File: config.mk
export PLATFORM = sky130hd
export DESIGN_NAME = uart_tx
export DESIGN_NICKNAME = d
export VERILOG_FILES = /design/src/rtl/uart_pkg.sv /design/src/rtl/uart_tx_fifo.sv /design/src/rtl/uart_tx.sv
export SDC_FILE = /design/constraint.sdc
export NUM_CORES = 1
export LEC_CHECK = 0
export BUFFER_PORTS_ARGS = -buffer_cell sky130_fd_sc_hd__buf_2
export CAP_MARGIN = 40
export CORE_MARGIN = 2
export CORE_UTILIZATION = 66
export DETAILED_ROUTE_END_ITERATION = 6
export PLACE_DENSITY_LB_ADDON = 0.2
export SYNTH_ARGS = -nofsm -noshare
export SYNTH_HDL_FRONTEND = slang
export SYNTH_SLANG_ARGS = --single-unit
File: constraint.sdc
create_clock -name CLOCK_50 -period 4.5 [get_ports CLOCK_50]
set_clock_uncertainty 0.1 [all_clocks]
set_input_delay 0.225 -clock CLOCK_50 [delete_from_list [all_inputs] [get_ports CLOCK_50]]
set_output_delay 0.225 -clock CLOCK_50 [all_outputs]
set_load 0.05 [all_outputs]
File: src/rtl/uart_pkg.sv
// Shared UART definitions: transmit FSM states, baud constants, parity helper.
package uart_pkg;

  typedef enum logic [2:0] {
    IDLE,
    START,
    DATA,
    PARITY,
    STOP
  } tx_state_e;

  // 50 MHz / 115200 baud, rounded.
  localparam int unsigned CLKS_PER_BIT_115200 = 434;
  // Mid-bit sampling offset used by the receive side.
  localparam int unsigned HALF_BIT_115200     = 217;

  function automatic logic parity_of(input logic [7:0] data, input logic odd);
    return (^data) ^ odd;
  endfunction

endpackage

File: src/rtl/uart_tx_fifo.sv
// Synchronous byte FIFO; pointers carry one extra wrap bit so full and empty differ.
module uart_tx_fifo #(
  parameter int unsigned DEPTH = 8
) (
  input  logic                     clk,
  input  logic                     rst,
  input  logic                     push,
  input  logic [7:0]               wdata,
  input  logic                     pop,
  output logic [7:0]               rdata,
  output logic                     full,
  output logic                     empty,
  output logic [$clog2(DEPTH):0]   level
);

  localparam int unsigned AW = $clog2(DEPTH);
  localparam logic [AW:0] FULL_LEVEL = (AW + 1)'(DEPTH);

  logic [AW:0] wr_q, wr_d, rd_q, rd_d;
  logic [7:0]  mem_q [DEPTH];
  logic [7:0]  mem_d [DEPTH];

  assign level = wr_q - rd_q;
  assign full  = (level == FULL_LEVEL);
  assign empty = (wr_q == rd_q);
  assign rdata = mem_q[rd_q[AW-1:0]];

  // Next pointer/storage values for accepted pushes and pops.
  always_comb begin
    mem_d = mem_q;
    wr_d  = wr_q;
    rd_d  = rd_q;
    if (push && !full) begin
      mem_d[wr_q[AW-1:0]] = wdata;
      wr_d                = wr_q + 1'b1;
    end
    if (pop && !empty) begin
      rd_d = rd_q + 1'b1;
    end
  end

  // Pointer and storage registers; reset flushes the FIFO.
  always_ff @(posedge clk or posedge rst) begin
    if (rst) begin
      wr_q  <= '0;
      rd_q  <= '0;
      mem_q <= '{default: '0};
    end else begin
      wr_q  <= wr_d;
      rd_q  <= rd_d;
      mem_q <= mem_d;
    end
  end

endmodule

File: src/rtl/uart_tx.sv
// UART transmitter: byte FIFO feeding a start/data/parity/stop bit serialiser.
module uart_tx
  import uart_pkg::*;
#(
  parameter int unsigned CLKS_PER_BIT = CLKS_PER_BIT_115200,
  parameter int unsigned PARITY_EN    = 1,
  parameter int unsigned PARITY_ODD   = 0,
  parameter int unsigned STOP_BITS    = 1,
  parameter int unsigned FIFO_DEPTH   = 8
) (
  input  logic                          CLOCK_50,
  input  logic                          RESET,
  input  logic [7:0]                    tx_data,
  input  logic                          tx_valid,
  output logic                          tx_ready,
  output logic                          tx,
  output logic                          busy,
  output logic [$clog2(FIFO_DEPTH):0]   fifo_level
);

  localparam int unsigned BW        = $clog2(CLKS_PER_BIT);
  localparam logic [BW-1:0] BAUD_LAST = BW'(CLKS_PER_BIT - 1);
  localparam logic STOP_LAST        = (STOP_BITS > 1);
  localparam logic ODD              = (PARITY_ODD != 0);

  tx_state_e   state_q, state_d;
  logic [BW-1:0] baud_q, baud_d;
  logic [2:0]  bit_idx_q, bit_idx_d;
  logic [7:0]  shift_q, shift_d;
  logic        par_q, par_d;
  logic        stop_cnt_q, stop_cnt_d;
  logic        tx_q, tx_d;

  logic        fifo_pop;
  logic [7:0]  fifo_rdata;
  logic        fifo_full;
  logic        fifo_empty;
  logic        bit_done;

  uart_tx_fifo #(
    .DEPTH(FIFO_DEPTH)
  ) u_fifo (
    .clk   (CLOCK_50),
    .rst   (RESET),
    .push  (tx_valid),
    .wdata (tx_data),
    .pop   (fifo_pop),
    .rdata (fifo_rdata),
    .full  (fifo_full),
    .empty (fifo_empty),
    .level (fifo_level)
  );

  assign tx_ready = !fifo_full;
  assign tx       = tx_q;
  assign busy     = (state_q != IDLE) || !fifo_empty;
  assign bit_done = (baud_q == '0);

  // Next-state, baud countdown and serial bit selection.
  always_comb begin
    state_d    = state_q;
    baud_d     = baud_q;
    bit_idx_d  = bit_idx_q;
    shift_d    = shift_q;
    par_d      = par_q;
    stop_cnt_d = stop_cnt_q;
    tx_d       = tx_q;
    fifo_pop   = 1'b0;

    if (state_q != IDLE) begin
      baud_d = bit_done ? BAUD_LAST : baud_q - 1'b1;
    end

    case (state_q)
      IDLE: begin
        if (!fifo_empty) begin
          fifo_pop = 1'b1;
          state_d  = START;
          shift_d  = fifo_rdata;
          par_d    = parity_of(fifo_rdata, ODD);
          tx_d     = 1'b0;
          baud_d   = BAUD_LAST;
        end
      end
      START: begin
        if (bit_done) begin
          state_d   = DATA;
          bit_idx_d = '0;
          tx_d      = shift_q[0];
          shift_d   = shift_q >> 1;
        end
      end
      DATA: begin
        if (bit_done) begin
          if (bit_idx_q == 3'd7) begin
            if (PARITY_EN != 0) begin
              state_d = PARITY;
              tx_d    = par_q;
            end else begin
              state_d    = STOP;
              stop_cnt_d = 1'b0;
              tx_d       = 1'b1;
            end
          end else begin
            bit_idx_d = bit_idx_q + 1'b1;
            tx_d      = shift_q[0];
            shift_d   = shift_q >> 1;
          end
        end
      end
      PARITY: begin
        if (bit_done) begin
          state_d    = STOP;
          stop_cnt_d = 1'b0;
          tx_d       = 1'b1;
        end
      end
      STOP: begin
        if (bit_done) begin
          if (stop_cnt_q == STOP_LAST) begin
            // Chain straight into the next start bit when a byte is waiting.
            if (!fifo_empty) begin
              fifo_pop = 1'b1;
              state_d  = START;
              shift_d  = fifo_rdata;
              par_d    = parity_of(fifo_rdata, ODD);
              tx_d     = 1'b0;
            end else begin
              state_d = IDLE;
              tx_d    = 1'b1;
            end
          end else begin
            stop_cnt_d = stop_cnt_q + 1'b1;
          end
        end
      end
      default: begin
        state_d = IDLE;
        tx_d    = 1'b1;
      end
    endcase
  end

  // State registers; reset forces the line idle-high at once.
  always_ff @(posedge CLOCK_50 or posedge RESET) begin
    if (RESET) begin
      state_q    <= IDLE;
      baud_q     <= '0;
      bit_idx_q  <= '0;
      shift_q    <= '0;
      par_q      <= 1'b0;
      stop_cnt_q <= 1'b0;
      tx_q       <= 1'b1;
    end else begin
      state_q    <= state_d;
      baud_q     <= baud_d;
      bit_idx_q  <= bit_idx_d;
      shift_q    <= shift_d;
      par_q      <= par_d;
      stop_cnt_q <= stop_cnt_d;
      tx_q       <= tx_d;
    end
  end

endmodule
# Word level (Yosys, flattened, before mapping)

Index checks and enable logic that the tools add are counted.

Bitwise logic cells: 2
Magnitude comparators: 3
Multipliers: 0
Eq/ne operators: 15
Div/mod/pow operators: 0
Mux-type cells: 51
$add $sub $neg: 6
Reduce and logical (&&, ||, !) cells: 20
Shift operators: 0

Operators with widths:

| operator                                            | number |
|---|---|
| two-way mux 8 bit                                   | 9 |
| bitwise mux 64 bit                                  | 1 |
| two-way mux 9 bit                                   | 4 |
| one-hot mux 8 bit (4 select lines)                  | 1 |
| two-way mux 3 bit                                   | 10 |
| binary-select mux 8 bit (select 3 bit)              | 1 |
| demux 8 bit (select 3 bit)                          | 1 |
| two-way mux 1 bit                                   | 18 |
| != test 2 bit, second input constant                | 8 |
| one-hot mux 3 bit (5 select lines)                  | 1 |
| AND reduction 6 bit                                 | 2 |
| zero test 9 bit                                     | 1 |
| subtractor 9 x 1 -> 9 bit, second input constant    | 1 |
| adder 4 x 1 -> 4 bit, second input constant         | 2 |
| >= comparator 4 bit, second input constant          | 2 |
| NOT 3 -> 4 bit                                      | 2 |
| parity 8 bit                                        | 1 |
| AND reduction 7 bit                                 | 1 |
| equality test 3 x 2 -> 1 bit, second input constant | 2 |
| equality test 3 bit, second input constant          | 2 |
| one-hot mux 1 bit (2 select lines)                  | 3 |
| one-hot mux 3 bit (2 select lines)                  | 1 |
| AND reduction 3 bit                                 | 2 |
| nonzero test 2 bit                                  | 3 |
| 15 further kinds                                    | 18 |

RAM bits: 0
Bits in latches: 0
Output and inout port bits: 7
Word-level logic and storage cells: 114
Memory bits (read-only): 0
Register bits after elaboration: 98
Memories: 0

# Logic depth before layout (Yosys ltp)

Gate-level depths: netlist of run 1.

Depth in word-level cells: 9
Mapped depth: 11
Gate-level depth less buffers: 9

# By module

Synthesis of run 1 repeated with hierarchy kept, for this count alone.

Cells, all modules: 386
Area, all modules: 4962.3 um2

Modules (own cells, without submodules):

| module       | area each (um2) | cells each | times used |
|---|---|---|---|
| uart_tx_fifo | 3429.5          | 240        | 1 |
| uart_tx      | 1532.7          | 146        | 1 |

# Worst setup path before layout of run 1

Ideal clock, no wire load.

Kind: register to register
From: register u_fifo.wr_q[0]
To: register u_fifo.mem_q[16] (netlist name)
Arrival time: 2.450 ns
Path slack: 1.823 ns
Data required time: 4.272 ns
Buffers on the path: 2
Stages on the path, launching flop included: 11
Clock period less this slack: 2.677 ns
Cells stage by stage: dfrtp_1 inv_1 ha_1 fa_1 xor2_1 nand3_1 o31a_1 buf_2 and4_1 buf_2 mux2_1

Longest elaborated chain between the ends: 6
Elaborated cells on any way between the ends: 11
Classes of those cells: add/sub: 1; order compare: 2; eq/ne: 1; mux: 3; bitwise: 1; reduce/logical: 3

RTL lines:

| item                                                                                            | line               | text |
|---|---|---|
| start: declaration                                                                              | uart_tx_fifo.sv:19 | `logic [AW:0] wr_q, wr_d, rd_q, rd_d;` |
| start signal: assignment                                                                        | uart_tx_fifo.sv:49 | `wr_q <= wr_d;` |
| NOT 3 -> 4 bit (not written as such)                                                            | uart_tx_fifo.sv:34 | `mem_d[wr_q[AW-1:0]] = wdata;` |
| >= comparator 4 bit (not written as such) / < comparator 4 x 1 -> 1 bit (equally long branches) | uart_tx_fifo.sv:34 |  |
| logical AND 1 bit (not written as such)                                                         | uart_tx_fifo.sv:34 |  |
| two-way mux 8 bit (not written as such)                                                         | uart_tx_fifo.sv:34 |  |
| demux 8 bit (select 3 bit)                                                                      | uart_tx_fifo.sv:34 |  |
| bitwise mux 64 bit                                                                              | uart_tx_fifo.sv:34 |  |
| end signal: assignment                                                                          | uart_tx_fifo.sv:51 | `mem_q <= mem_d;` |
| end: declaration                                                                                | uart_tx_fifo.sv:20 | `logic [7:0] mem_q [DEPTH];` |

Several ways; a longest one is shown, not always the timed one.
A chain may end at the register's enable or synchronous reset.

# Worst setup path in the final report of run 1

From: register u_fifo.rd_q[0]
To: register u_fifo.mem_q[7] (netlist name)

Longest elaborated chain between the ends: 4

RTL lines:

| item                     | line               | text |
|---|---|---|
| start: declaration       | uart_tx_fifo.sv:19 |  |
| start signal: assignment | uart_tx_fifo.sv:50 | `rd_q <= rd_d;` |
| subtractor 4 bit         | uart_tx_fifo.sv:23 | `assign level = wr_q - rd_q;` |
| equality test 4 bit      | uart_tx_fifo.sv:24 | `assign full = (level == FULL_LEVEL);` |
| zero test 1 bit          | uart_tx_fifo.sv:33 | `if (push && !full) begin` |
| logical AND 1 bit        | uart_tx_fifo.sv:33 |  |

No other way between the ends.

==> flow_metrics.py, run 1 <==
metrics = {
    "status": {
        "status": "finished, final reports clean",
    },
    "global_routing": {
        "overflow": 0,
        "antenna_found_initial": 0,
        "grt_pass1_vias": 2965,
        "grt.total_usage_pct": 23.9,
        "grt_max_degree": 53,
        "grt_pass1_wl_mm": 15.1,
    },
    "die": {
        "core_um2": 7210,
        "rows": 31,
        "dieWidth_um": 89.9,
        "ioPinCount": 18,
        "die_area_um2": 8090,
        "die_h_um": 89.9,
        "start_util_pct": 67.6,
    },
    "drt": {
        "drtAntennaViolNets": 0,
        "first_pass_iters": 4,
        "wl_per_cell_um": 17.8,
        "routed_wl_mm": 8.76,
        "via_per_inst": 6.01,
        "drt_iter0_markers": 134,
        "vias": 2964,
        "drc": 0,
    },
    "cts": {
        "cts_sinks": 97,
        "post_cts_resized": 0,
        "cts_made_buffers": 9,
        "insertion_delay_ps": 370,
        "clk_pin_slew_worst_paths_ps": 100,
        "root_buffer": "clkbuf_8",
        "cts_tree": "done",
        "cts_max_level": 3,
        "cts_buffer_depth": 2,
    },
    "final_layout": {
        "multi_input_area_um2": 2270,
        "layout.nets": 409,
        "insertedDiodeCount": 0,
        "fillerInstances": 501,
        "final_cell_area_um2": 5280,
        "seqCellArea_um2": 2430,
        "final_cells": 493,
        "drive_gt1_share_pct": 15.2,
        "syn2layout_area_growth_pct": 8.27,
    },
    "timing": {
        "fin_crit_ps": 3190,
        "finalMaxSlewViolations": 0,
        "fmax_mhz": 313,
        "fin_crit_sh_pct": 71.0,
        "slew_headroom_pct": 41.9,
        "final.setup.worst_slack_ps": 1310,
        "worst_pin_slew_ps": 871,
        "final_hold_viol_count": 0,
        "rsz0062_at_grt": "no",
        "setup_viol": 0,
        "final.setup.tns_ps": 0,
        "holdWs_ps": 56.6,
    },
    "placed_design": {
        "hpwl_mm": 5.91,
        "place_area_um2": 5030,
        "io_buffers": 17,
        "post-place-cells": 476,
        "dp_slack_ps": 1330,
        "gp_congestion": 0.776,
    },
    "yosys": {
        "ys_types": 53,
        "yosysTopAreaCell": "dfrtp_1",
        "synth_edf_count": 0,
        "yosysSeqAreaShare_pct": 49.8,
        "syn_nets": 391,
        "synth_seq_cells": 97,
        "syn_area_per_cell_um2": 13.1,
        "ys_warn_count": 0,
        "synth_top_cell_area_share_pct": 49.3,
        "synthArstFlopShare_pct": 100,
        "syn_area_um2": 4870,
        "netlist_instances": 371,
        "ys.flop_type": "dfrtp_1",
        "synthTopCellsByArea": "dfrtp_1 49%, mux2_1 17%, mux4_1 4.3%, mux4_2 3.7%, xnor2_1 2.7%",
    },
    "hold_path": {
        "hp-class": "in -> reg",
        "hold_path.startpoint": "tx_data[4]",
        "hold_depth": 2,
        "min_to": "u_fifo.mem_q[52]$_DFFE_PP0P_",
    },
    "worst_setup_path": {
        "path_cells": "buf_4 > ha_1 > fa_1 > xor2_1 > nand3_1 > o31a_1 > and4_1 > mux2_1",
        "cp-start-kind": "register",
        "reg2reg_depth": 8,
        "worstSetupPathType": "reg -> reg",
        "cp_num_buf_inv": 1,
        "reg2reg_setup_slack_ps": 1310,
        "slowest_delay_ps": 630,
        "r2r-start": "u_fifo.rd_q[0]$_DFFE_PP0P_",
        "reg2reg_to": "u_fifo.mem_q[7]$_DFFE_PP0P_",
        "critPathRequiredTime_ps": 4650,
        "crit_family": "simple AND/OR/NAND/NOR gates",
        "end_kind": "register",
        "cp_slowest_cell": "and4_1",
        "arrival_ps": 3340,
        "critPathMaxFanout": 20,
    },
    "run": {
        "maxCapViolations": 0,
    },
    "power_and_ir_drop": {
        "power_density_nw_per_um2": 572,
        "leakagePower_nw": 2.36,
        "ir_drop_mv": 0.319,
    },
}
Yosys cell counts, types with 2 or more instances:
library cell  count
mux2_2            2
o31ai_1           2
dfrtp_1          96
buf_6             2
mux4_1            8
ha_1              8
mux2_1           72
nor2_1           13
xnor2_1          15
o21ai_0          15
nand4_1           2
mux4_2            8
nand4_2           2
xor2_1            5
and4_1            4
nor2b_1           2
o21ai_1           7
nand3_1           7
clkbuf_1          2
a21oi_1           8
mux2i_2           2
nor3_1            7
o22ai_1           3
nand2b_1          2
buf_4             2
mux2i_1           7
buf_2             7
inv_1            12
nand2_1          25
worst max-delay path by stage:
stage / slack [ps] / start / depth (start not counted) / to
floorplan: 1640 / RESET / 1 / baud_q[0]$_DFF_PP0_
global placement: 1380 / u_fifo.rd_q[0]$_DFFE_PP0P_ / 8 / u_fifo.mem_q[7]$_DFFE_PP0P_
detailed placement: 1330 / u_fifo.rd_q[0]$_DFFE_PP0P_ / 8 / u_fifo.mem_q[7]$_DFFE_PP0P_
CTS: 1280 / u_fifo.rd_q[0]$_DFFE_PP0P_ / 8 / u_fifo.mem_q[7]$_DFFE_PP0P_
global route: 1140 / u_fifo.rd_q[0]$_DFFE_PP0P_ / 8 / u_fifo.mem_q[3]$_DFFE_PP0P_
finish: 1310 / u_fifo.rd_q[0]$_DFFE_PP0P_ / 8 / u_fifo.mem_q[7]$_DFFE_PP0P_
timing repair:
item | in CTS | in global routing
endpoints found under the hold margin | 44 | 0
hold buffers | 1 | 0
setup buffers | 0 | 0
final cells by class:
cell class | count | area share [%]
Sequential cell | 97 | 46.0
Multi-Input combinational cell | 244 | 43.0
Clock buffer | 11 | 2.87
Timing Repair Buffer | 22 | 2.75
Tap cell | 99 | 2.35
Clock inverter | 5 | 1.61
Inverter | 15 | 1.35
layout by cell type, fill, tap and decap left out, drive strengths merged, types with 11 or more instances in the layout:
master / count
o21ai: 22
nand2: 25
buf: 21
mux2: 74
clkbuf: 11
inv: 13
dfrtp: 96
nor2: 14
xnor2: 15
mux4: 16
registers in the layout, summed over array words and instances, names as in the netlist:
name,cells
u_fifo.rd_q,4
baud_q,9
u_fifo.wr_q,4
bit_idx_q,3
shift_q,8
u_fifo.mem_q,64
tx,1
par_q,1
state_q,3
kinds of logic (layout without fill, tap and decap cells):
kind of cell / count (synthesis) / in the layout / synth area share (%)
multiplexers: 99 / 99 / 27.1
XOR/XNOR: 20 / 20 / 3.59
AND/OR/NAND/NOR: 72 / 72 / 7.73
AO/OA/AOI/OAI: 44 / 44 / 5.70
flip-flops: 97 / 97 / 49.8
buffers and inverters: 30 / 53 / 3.57
adder cells (fa/ha/maj): 9 / 9 / 2.46
where the power goes:
part | leakage [nW] | switching (mW) | total, mW | internal [mW]
clock | 0.116 | 0.303 | 0.649 | 0.346
sequential | 1.19 | 0.169 | 1.35 | 1.18
combinational | 1.05 | 0.525 | 1.02 | 0.496
per-layer routing:
metal / GRT usage [%] / up-vias / wire, um
li1: - / 1390 / -
met1: 33.3 / 1507 / 4110
met2: 38.4 / 57 / 4260
met3: 4.69 / 10 / 267
met4: 8.21 / 0 / 122
met5: 0 / - / 0
worst register-to-register path: stages, from the launching register on:
cell	delay, ps
dfrtp_1	370
buf_4	240
ha_1	270
fa_1	380
xor2_1	190
nand3_1	120
o31a_1	390
and4_1	640
mux2_1	390
through the flow:
| step | util [%] | total power [mW] |
|---|---|---|
| after floorplan | - | 2.15 |
| after global placement | 69.3 | 2.32 |
| after detailed placement | 69.7 | 2.39 |
| after CTS | 73.1 | 3.05 |
| after global routing | 73.1 | 3.21 |
| final | 73.1 | 3.02 |
Note: power is estimated with default switching activity, not from simulation.
==> inputs of run 2 (changes only) <==
--- a/config.mk
+++ b/config.mk
@@ -5,10 +5,11 @@
 export SDC_FILE = /design/constraint.sdc
 export NUM_CORES = 1
 export LEC_CHECK = 0
+export ABC_AREA = 1
 export BUFFER_PORTS_ARGS = -buffer_cell sky130_fd_sc_hd__buf_2
 export CAP_MARGIN = 40
 export CORE_MARGIN = 2
-export CORE_UTILIZATION = 66
+export CORE_UTILIZATION = 56
 export DETAILED_ROUTE_END_ITERATION = 6
 export PLACE_DENSITY_LB_ADDON = 0.2
 export SYNTH_ARGS = -nofsm -noshare
==> constraint.sdc (replaced) <==
create_clock -name CLOCK_50 -period 2.7 [get_ports CLOCK_50]
set_clock_uncertainty 0.1 [all_clocks]
set_input_delay 0.135 -clock CLOCK_50 [delete_from_list [all_inputs] [get_ports CLOCK_50]]
set_output_delay 0.135 -clock CLOCK_50 [all_outputs]
set_load 0.05 [all_outputs]
==> run 2 against run 1 <==
  * Final cell count grew 73%
  * Register-to-register slack lost 1100 ps
  * Critical path type is now reg -> out
  * Sequential power rose by 53%
==> flow_metrics.py, run 2 <==
metrics = {
    "timing": {
        "worst_pin_slew_ps": 581,
        "finalMaxSlewViolations": 0,
        "slew_headroom_pct": 61.1,
        "final_hold_viol_count": 0,
        "fmax_mhz": 395,
        "fin_crit_sh_pct": 93.8,
        "setup_viol": 0,
        "final.setup.worst_slack_ps": 168,
        "final.setup.tns_ps": 0,
        "rsz0062_at_grt": "no",
        "fin_crit_ps": 2530,
    },
    "drt": {
        "vias": 4569,
        "routed_wl_mm": 12.2,
        "drt_iter0_markers": 332,
        "drtAntennaViolNets": 0,
        "drc": 0,
        "via_per_inst": 5.36,
        "wl_met3_um": 718,
        "wl_per_cell_um": 14.3,
        "highest_layer": "met4",
        "met1_length_mm": 5.53,
        "wl_met2_mm": 5.52,
        "first_pass_iters": 6,
    },
    "worst_setup_path": {
        "end_kind": "output port",
        "cp-start-kind": "register",
        "r2r-start": "u_fifo.wr_q[0]$_DFFE_PP0P_",
        "crit_start": "u_fifo.wr_q[0]$_DFFE_PP0P_",
        "critPathRequiredTime_ps": 2470,
        "crit_top_cell": "inv_1",
        "arrival_ps": 2300,
        "path_cells": "inv_1 > ha_1 > fa_1 > inv_1 > nor3_2 > nand2_4 > buf_2",
        "reg2reg_to": "u_fifo.mem_q[18]$_DFFE_PP0P_",
        "crit_end": "tx_ready",
        "reg2reg_depth": 11,
        "critPathMaxFanout": 6,
        "reg2reg_setup_slack_ps": 180,
        "slowest_delay_ps": 500,
        "cp_slowest_cell": "fa_1",
        "worstSetupPathType": "reg -> out",
    },
    "global_routing": {
        "grt_max_degree": 98,
        "grt.total_usage_pct": 25.5,
        "antenna_found_initial": 0,
        "grt_pass1_vias": 4447,
        "overflow": 0,
        "grt_pass1_wl_mm": 20.7,
    },
    "yosys": {
        "synth_top_cell_area_share_pct": 44.6,
        "ys_types": 36,
        "ys_warn_count": 0,
        "syn_area_per_cell_um2": 7.59,
        "synthArstFlopShare_pct": 100,
        "ys.flop_type": "dfrtp_1",
        "syn_nets": 730,
        "yosysSeqAreaShare_pct": 45.1,
        "synth_seq_cells": 97,
        "netlist_instances": 710,
        "synth_edf_count": 0,
        "yosysTopAreaCell": "dfrtp_1",
        "syn_area_um2": 5390,
        "synth_common_cells": "205 x nand2_1, 104 x nor2_1, 96 x dfrtp_1, 82 x inv_1, 54 x nand3_1",
        "synthMostInstantiatedCell": "nand2_1",
        "synthTopCellsByArea": "dfrtp_1 45%, nand2_1 14%, nor2_1 7.2%, inv_1 5.7%, nand3_1 5.0%",
    },
    "final_layout": {
        "largest-register": "u_fifo.mem_q",
        "largest_register_ffs": 64,
        "final_common_cell": "nand2_1",
        "final_cells": 853,
        "layout.nets": 739,
        "syn2layout_area_growth_pct": 7.92,
        "final_cell_mix": "205 x nand2_1, 102 x nor2_1, 96 x dfrtp_1",
        "fillerInstances": 828,
        "drive_gt1_share_pct": 11.9,
        "insertedDiodeCount": 0,
        "final_cell_area_um2": 5810,
        "reg_top3": "u_fifo.mem_q (64), baud_q (9), shift_q (8)",
    },
    "placed_design": {
        "place_area_um2": 5540,
        "post-place-cells": 833,
        "io_buffers": 17,
        "gp_congestion": 0.949,
        "hpwl_mm": 8.35,
        "dp_slack_ps": 221,
    },
    "cts": {
        "clk_pin_slew_worst_paths_ps": 100,
        "cts_tree": "done",
        "cts_made_buffers": 9,
        "cts_setup_buffers": 0,
        "cts_sinks": 97,
        "cts_max_level": 3,
        "root_buffer": "clkbuf_8",
        "cts_buffer_depth": 2,
        "insertion_delay_ps": 370,
    },
    "die": {
        "ioPinCount": 18,
        "die_h_um": 102,
        "core_um2": 9280,
        "die_area_um2": 10400,
        "start_util_pct": 58.0,
        "dieWidth_um": 102,
        "rows": 35,
    },
    "run": {
        "maxCapViolations": 0,
    },
    "hold_path": {
        "hp-class": "in -> reg",
    },
    "power_and_ir_drop": {
        "ir_drop_mv": 0.960,
        "leakagePower_nw": 3.01,
        "power_density_nw_per_um2": 925,
    },
    "status": {
        "status": "finished, final reports clean",
    },
}
[run 2: cell count changes after synthesis, sizes merged, moves of 4 or more]
cell,change
nand3,+46
xnor2,-9
mux4,-16
inv,+71
mux2i,-9
clkbuf,+5
a21oi,+53
and4,-4
o21ai,-7
nor2,+90
a31oi,+6
buf,+11
mux2,-74
nand2,+192
[run 2: worst max-delay path: cells and delay by family, from the launching register on]
kind,cells,cell delay [ps]
adder cells (fa/ha/maj),2,740
AND/OR/NAND/NOR,2,330
buffers and inverters,3,420
flip-flops,1,450
[run 2: kinds of logic after synthesis]
logic type / after synthesis / share of synthesized area, %
XOR/XNOR: 14 / 2.28
AND/OR/NAND/NOR: 382 / 29.7
buffers and inverters: 116 / 9.94
AO/OA/AOI/OAI: 92 / 10.8
flip-flops: 97 / 45.1
adder cells (fa/ha/maj): 9 / 2.23
[run 2: final cells by class]
cell class | count | area, um^2 | area share [%]
Clock buffer | 10 | 138 | 2.37
Clock inverter | 6 | 93.8 | 1.61
Inverter | 85 | 335 | 5.77
Multi-Input combinational cell | 497 | 2460 | 42.3
Sequential cell | 97 | 2430 | 41.8
Tap cell | 129 | 161 | 2.78
Timing Repair Buffer | 29 | 198 | 3.40
[run 2: routing by layer]
layer | vias to the layer above | GRT usage, %
met5 | - | 0
met4 | 0 | 11.8
met3 | 32 | 3.90
met2 | 155 | 40.2
met1 | 2155 | 34.8
li1 | 2227 | -
[run 2: what timing repair did]
item                       in CTS  in global routing
hold buffers                    3                  1
setup endpoints to repair       0                  1
resized for setup               0                  3
hold endpoints to repair       98                  1
[run 2: through the flow]
stage               hold WS (ps)  power [mW]  util [%]
floorplan                    249        3.86         -
CTS                        0.766        5.37      62.4
finish                      14.6        5.38      62.6
global placement             225        4.16      59.6
global route                4.54        5.77      62.6
detailed placement           227        4.26      59.6
[run 2: report_power, final]
part           total, mW  internal (mW)  switching [mW]
registers           2.06           1.90           0.167
clock network       1.09          0.557           0.535
logic               2.22          0.695            1.53
total               5.38           3.15            2.23
[run 2: worst min-delay path by stage]
stage | startpoint | to | slack (ps) | cells after the start
after floorplan | tx_valid | u_fifo.wr_q[0]$_DFFE_PP0P_ | 250 | 2
after global placement | RESET | u_fifo.mem_q[9]$_DFFE_PP0P_ | 220 | 3
after detailed placement | RESET | u_fifo.mem_q[9]$_DFFE_PP0P_ | 230 | 3
after CTS | tx_data[7] | u_fifo.mem_q[63]$_DFFE_PP0P_ | 0.8 | 3
after global routing | tx_data[4] | u_fifo.mem_q[60]$_DFFE_PP0P_ | 5 | 3
final | tx_data[3] | u_fifo.mem_q[59]$_DFFE_PP0P_ | 10 | 3
